`src/rtl/mac_dot_ctrl.sv`:
```
// Dot-product controller: issues paired activation/weight elements to a
// shared two-lane mac datapath and accumulates its returned products.
// Ports:
//   iClk, iRst            clock, async active-high reset
//   iStart, iLen          job start request and element count
//   iValid, iA1, iA2, iW  element stream in, oReady accepts
//   oMacData / iMacData   registered drive to / results from the mac
//   oSum1, oSum2, oDone   signed results and one-cycle valid pulse
//   oBusy                 job in progress

package mac_dot_pkg;
    localparam int cDataBitW   = 8;
    localparam int cWeightBitW = 8;
    localparam int cProdW      = cDataBitW + cWeightBitW;

    typedef struct packed {
        logic                          dv;
        logic signed [cDataBitW-1:0]   a1;
        logic signed [cDataBitW-1:0]   a2;
        logic signed [cWeightBitW-1:0] w;
    } tMultIn;

    typedef struct packed {
        logic                     dv;
        logic signed [cProdW-1:0] data1;
        logic signed [cProdW-1:0] data2;
    } tMultOut;
endpackage

module mac_dot_ctrl
    import mac_dot_pkg::*;
#(
    parameter int cLenW = 10,
    parameter int cAccW = 32
) (
    input  logic                          iClk,
    input  logic                          iRst,
    input  logic                          iStart,
    input  logic [cLenW-1:0]              iLen,
    input  logic                          iValid,
    input  logic signed [cDataBitW-1:0]   iA1,
    input  logic signed [cDataBitW-1:0]   iA2,
    input  logic signed [cWeightBitW-1:0] iW,
    output logic                          oReady,
    output tMultIn                        oMacData,
    input  tMultOut                       iMacData,
    output logic signed [cAccW-1:0]       oSum1,
    output logic signed [cAccW-1:0]       oSum2,
    output logic                          oDone,
    output logic                          oBusy
);

    typedef enum logic [1:0] {
        IDLE,
        RUN,
        DRAIN,
        DONE
    } tState;

    tState state;
    tState state_nxt;

    logic [cLenW-1:0] len_q;
    logic [cLenW:0]   iss_cnt;
    logic [cLenW:0]   ret_cnt;
    logic [cLenW:0]   len_ext;
    logic [cLenW:0]   iss_inc;
    logic             xfer;
    logic             start_ok;
    logic             ret_ok;

    logic signed [cAccW-1:0] ext1;
    logic signed [cAccW-1:0] ext2;

    // Counters are one bit wider than the length so a full-length
    // job reaches the terminal count without wrapping.
    assign len_ext  = {1'b0, len_q};
    assign iss_inc  = iss_cnt + (cLenW+1)'(1);
    assign xfer     = iValid & oReady;
    assign start_ok = (state == IDLE) & iStart;
    // Results are only meaningful while a job is live; anything that
    // trickles back after a reset or completion is dropped.
    assign ret_ok   = iMacData.dv & ((state == RUN) | (state == DRAIN));
    assign ext1     = cAccW'(iMacData.data1);
    assign ext2     = cAccW'(iMacData.data2);

    always_comb begin
        state_nxt = state;
        oReady    = 1'b0;
        oBusy     = 1'b0;
        oDone     = 1'b0;
        unique case (state)
            IDLE: begin
                if (iStart) begin
                    state_nxt = (iLen == '0) ? DONE : RUN;
                end
            end
            RUN: begin
                oBusy  = 1'b1;
                oReady = (iss_cnt < len_ext);
                if (xfer && (iss_inc == len_ext)) begin
                    state_nxt = DRAIN;
                end
            end
            DRAIN: begin
                oBusy = 1'b1;
                if (ret_cnt == len_ext) begin
                    state_nxt = DONE;
                end
            end
            DONE: begin
                oDone     = 1'b1;
                state_nxt = IDLE;
            end
            default: state_nxt = IDLE;
        endcase
    end

    always_ff @(posedge iClk or posedge iRst) begin
        if (iRst) begin
            state    <= IDLE;
            len_q    <= '0;
            iss_cnt  <= '0;
            ret_cnt  <= '0;
            oSum1    <= '0;
            oSum2    <= '0;
            oMacData <= '0;
        end else begin
            state       <= state_nxt;
            oMacData.dv <= xfer;
            if (xfer) begin
                oMacData.a1 <= iA1;
                oMacData.a2 <= iA2;
                oMacData.w  <= iW;
                iss_cnt     <= iss_inc;
            end
            if (start_ok) begin
                len_q   <= iLen;
                iss_cnt <= '0;
                ret_cnt <= '0;
                oSum1   <= '0;
                oSum2   <= '0;
            end else if (ret_ok) begin
                oSum1   <= oSum1 + ext1;
                oSum2   <= oSum2 + ext2;
                ret_cnt <= ret_cnt + (cLenW+1)'(1);
            end
        end
    end

endmodule

```
`config.mk`:
```
export PLATFORM = sky130hd
export DESIGN_NAME = mac_dot_ctrl
export DESIGN_NICKNAME = d
export VERILOG_FILES = /design/src/rtl/mac_dot_ctrl.sv
export SDC_FILE = /design/constraint.sdc
export NUM_CORES = 1
export LEC_CHECK = 0
export ABC_CLOCK_PERIOD_IN_PS = 4250
export BUFFER_PORTS_ARGS = -buffer_cell sky130_fd_sc_hd__buf_2
export CAP_MARGIN = 20
export CORE_MARGIN = 1.5
export CORE_UTILIZATION = 55
export CTS_BUF_LIST = sky130_fd_sc_hd__clkbuf_8
export DETAILED_ROUTE_END_ITERATION = 8
export PLACE_DENSITY = 0.89
export SETUP_SLACK_MARGIN = 0.02
export SLEW_MARGIN = 20
export SYNTH_ARGS = -nofsm -noshare
export SYNTH_HDL_FRONTEND = slang
export SYNTH_SLANG_ARGS = --single-unit
```
`constraint.sdc`:
```
create_clock -name iClk -period 4.25 [get_ports iClk]
set_clock_uncertainty 0.15 [all_clocks]
set_input_delay 0.425 -clock iClk [delete_from_list [all_inputs] [get_ports iClk]]
set_output_delay 0.425 -clock iClk [all_outputs]
set_load 0.005 [all_outputs]
```
==> flow_metrics.py <==
metrics = {
    "outcome": {
        "result_of_the_run": "finished clean",
    },
    "drt": {
        "routed_via_density": 5.758,
        "drc": 0,
        "detailedRoute.firstPassIterationCount": 6,
        "drt-initial-drc-count": 519,
        "route.final.wire_length_mm": 20.98,
        "route.vias.total": 7865,
        "average_wire_per_cell_in_the_routed_design_um": 15.36,
        "postRouteAntennaNets": 0,
    },
    "layout": {
        "layout.nets": 1294,
        "final_layout_size_suffix_gt1_share_pct": 20.61,
        "finish.utilization_pct": 65.99,
        "n_antenna_cell": 0,
        "stdcell_count": 1366,
        "layout-area-overhead-vs-synth_pct": 16.45,
        "design_area_um2": 10070,
    },
    "logic_synthesis": {
        "seq_area_frac_synth_pct": 35.60,
        "syn-instance-count": 991,
        "async_set_reset_flop_share_out_of_synthesis_pct": 100.0,
        "postSynthRegisterBits": 123,
        "syn_area_per_cell_um2": 8.726,
        "syn_area_um2": 8647,
        "ys_dominant_reg_cell": "sky130_fd_sc_hd__dfrtp_1",
        "postSynthNetCount": 1143,
        "netlist.area_leader.share_pct": 35.60,
        "synth_largest_area_cell": "sky130_fd_sc_hd__dfrtp_1",
        "synth_edf_count": 0,
        "yosys_warnings": 0,
        "synthTopCellsByArea": "sky130_fd_sc_hd__dfrtp_1 (36%), sky130_fd_sc_hd__ha_1 (11%), sky130_fd_sc_hd__nand2_1 (6.1%)",
        "netlist-cell-type-count": 66,
    },
    "global_route": {
        "largest_net_degree_at_the_start_of_global_routing": 70,
        "grt_first_pass_wirelength_mm": 34.48,
        "combined_global_route_utilization_of_all_metal_layers_pct": 25.83,
        "overflow": 0,
        "antenna_found_initial": 0,
        "number_of_global_route_vias_before_repair": 7564,
    },
    "power": {
        "leakage_uw": 0.004915,
        "power.ir.vdd_worst_mv": 0.4014,
        "power-per-cell-area_nw_per_um2": 727.8,
    },
    "placed_design": {
        "place_inst": 1333,
        "place.gp.congestion": 0.9038,
        "place_ws_ns": 0.6298,
        "dpl-instance-area_um2": 9639,
        "place.detailed.hpwl_mm": 15.06,
        "io_buf_count": 162,
    },
    "setup_path": {
        "worstPathMaxFanout": 4,
        "criticalPathCategory": "reg -> reg",
        "setup_crit_start_kind": "flop",
        "cp_capture_type": "flop",
        "worst-endpoint-arrival_ns": 3.72,
        "crit_required_ns": 4.43,
    },
    "sta": {
        "setup_repair_after_global_routing_missed_its_margin": "false",
        "slew_headroom_pct": 44.30,
        "layout_setup_ws_ns": 0.7153,
        "finalHoldViolCount": 0,
        "finalMaxSlewViolations": 0,
        "setup_total_negative_slack_ns": 0,
        "setup_viol": 0,
        "tightest_slew_ns": 0.8325,
        "final.min_clock_period_ns": 3.535,
        "crit_share_post_route_pct": 83.17,
        "max_freq_mhz": 282.9,
    },
    "clock_tree": {
        "cts_tree": "yes",
        "cts_htree_levels": 4,
        "clock_root_buffer": "sky130_fd_sc_hd__clkbuf_8",
        "path_clk_slew_ns": 0.09,
        "post_cts_setup_repair_bufs": 0,
        "numClockSinks": 123,
        "cts.repair.resized": 0,
        "cts-buffers-inserted": 17,
        "clk-insertion-delay-late_ns": 0.45,
        "cts-hold-fix-buffers": 1,
        "clk_path_buf_depth": 2,
    },
    "flow_run": {
        "cap_viol_max_count": 0,
    },
    "floorplanning": {
        "floorplan.initialDensity_pct": 56.67,
        "die_width_um": 128.4,
        "design.core.area_um2": 15260,
        "die-area_um2": 16480,
        "std_cell_rows": 45,
        "pin_count": 163,
        "die_y_um": 128.4,
    },
    "hold_path": {
        "tightest_hold_check_type": "in -> reg",
    },
}
-- synthesized netlist by cell type (5+ instances only) --
library cell and instances:
sky130_fd_sc_hd__a211oi_1 15, sky130_fd_sc_hd__a21o_1 27, sky130_fd_sc_hd__a21oi_1 104, sky130_fd_sc_hd__a31oi_1 8
sky130_fd_sc_hd__a41oi_1 7, sky130_fd_sc_hd__and2_1 5, sky130_fd_sc_hd__and3_1 7, sky130_fd_sc_hd__clkbuf_1 32
sky130_fd_sc_hd__dfrtp_1 123, sky130_fd_sc_hd__ha_1 79, sky130_fd_sc_hd__inv_1 38, sky130_fd_sc_hd__mux2_2 24
sky130_fd_sc_hd__nand2_1 140, sky130_fd_sc_hd__nand2b_1 6, sky130_fd_sc_hd__nand3_1 17, sky130_fd_sc_hd__nand4_1 17
sky130_fd_sc_hd__nor2_1 70, sky130_fd_sc_hd__nor2b_1 8, sky130_fd_sc_hd__nor3_1 15, sky130_fd_sc_hd__nor4_1 7
sky130_fd_sc_hd__o211ai_1 6, sky130_fd_sc_hd__o21a_1 6, sky130_fd_sc_hd__o21ai_0 62, sky130_fd_sc_hd__o21bai_1 11
sky130_fd_sc_hd__o31ai_1 5, sky130_fd_sc_hd__or3_1 7, sky130_fd_sc_hd__xnor2_1 43, sky130_fd_sc_hd__xor2_1 41
-- flip-flops by register name, summed over array words and instances (netlist names) --
register / flops
iss_cnt: 11
state: 2
oSum2: 32
oSum1: 32
oMacData: 25
ret_cnt: 11
len_q: 10
-- kinds of logic (layout without fill, tap and decap cells) --
group           count (synthesis)  count (layout)  share of synthesized area (%)
simple gates                  320             320                          17.09
compound gates                280             280                          19.97
flops                         123             123                          35.60
xor+xnor                       84              84                          8.508
fa+ha+maj                      81              81                          11.89
buf+inv                        75             239                          3.357
mux                            28              28                          3.589
-- worst paths after layout --
| kind | from | to | slack, ns | cells past startpoint |
|---|---|---|---|---|
| max in group asynchronous | iRst | oSum1[15] | 2.65 | 4 |
| min | iLen[6] | len_q[6] | 0.04 | 3 |
| min in group asynchronous | iRst | oSum2[6] | 0.49 | 3 |
| max | oSum1[0] | oSum1[30] | 0.72 | 12 |
| min reg2reg | oMacData[3] | oMacData[3] | 0.36 | 1 |
| max reg2reg | oSum1[0] | oSum1[30] | 0.72 | 12 |
-- layout make-up --
type / count / area [um^2]
clock inverter: 15 / 186.4
inverter: 38 / 145.1
multi-input combinational: 793 / 5284
timing repair buffer: 169 / 878.3
clock buffer: 17 / 234.0
fill: 1262 / 5189
tap: 211 / 264.0
sequential: 123 / 3078
-- critical path, stage by stage, from the launching register on --
cell and delay [ns]:
sky130_fd_sc_hd__dfrtp_1 0.37, sky130_fd_sc_hd__ha_1 0.19, sky130_fd_sc_hd__inv_1 0.07, sky130_fd_sc_hd__fa_1 0.37, sky130_fd_sc_hd__and2b_1 0.23, sky130_fd_sc_hd__o21a_1 0.13, sky130_fd_sc_hd__o21ai_0 0.18, sky130_fd_sc_hd__a211oi_1 0.52
sky130_fd_sc_hd__o21ai_0 0.27, sky130_fd_sc_hd__o31a_1 0.38, sky130_fd_sc_hd__o31ai_1 0.33, sky130_fd_sc_hd__xnor2_1 0.15, sky130_fd_sc_hd__o21ai_0 0.08
-- metal layers --
metal	GRT usage [%]	part of all wire [%]	vias up
li1	-	-	3865
met1	32.01	43	3703
met2	43.45	48	245
met3	5.447	5.7	52
met4	11.90	2.7	0
met5	0	0	-
-- placed cells by master, fill, tap and decap left out, types with 4 or more instances in the layout --
master and instances:
sky130_fd_sc_hd__dfrtp_1 123, sky130_fd_sc_hd__or3_1 7, sky130_fd_sc_hd__and3_1 7, sky130_fd_sc_hd__nand3_1 17
sky130_fd_sc_hd__o211ai_1 6, sky130_fd_sc_hd__xnor2_1 43, sky130_fd_sc_hd__clkbuf_8 17, sky130_fd_sc_hd__mux2_2 24
sky130_fd_sc_hd__nor4_1 7, sky130_fd_sc_hd__nand4_1 17, sky130_fd_sc_hd__xor2_1 41, sky130_fd_sc_hd__buf_4 5
sky130_fd_sc_hd__nor3_1 15, sky130_fd_sc_hd__nand2_1 139, sky130_fd_sc_hd__o21ai_0 62, sky130_fd_sc_hd__inv_1 37
sky130_fd_sc_hd__inv_6 6, sky130_fd_sc_hd__o21bai_1 11, sky130_fd_sc_hd__a21oi_1 104, sky130_fd_sc_hd__a21o_1 27
sky130_fd_sc_hd__nor2_1 70, sky130_fd_sc_hd__mux2i_1 4, sky130_fd_sc_hd__o31ai_1 5, sky130_fd_sc_hd__ha_1 79
sky130_fd_sc_hd__buf_2 162, sky130_fd_sc_hd__nor2b_1 8, sky130_fd_sc_hd__o21a_1 6, sky130_fd_sc_hd__nand2b_1 6
sky130_fd_sc_hd__a211oi_1 15, sky130_fd_sc_hd__nand3b_1 4, sky130_fd_sc_hd__a41oi_1 7, sky130_fd_sc_hd__a31oi_1 8
-- report_power, final --
part | leakage (uW) | internal, uW | switching (uW)
Combinational | 0.00314 | 1840 | 2320
Clock | 0.000212 | 591 | 531
Sequential | 0.00156 | 1650 | 402
-- metrics by stage --
step | hold slack [ns] | total power (uW)
after floorplan | 0.3434 | 5029
final | 0.04038 | 7329
after CTS | 0.02076 | 7325
after global routing | 0.02467 | 7947
after detailed placement | 0.3397 | 6165
after global placement | 0.3355 | 6005
Power figures use the tool's default switching activity.
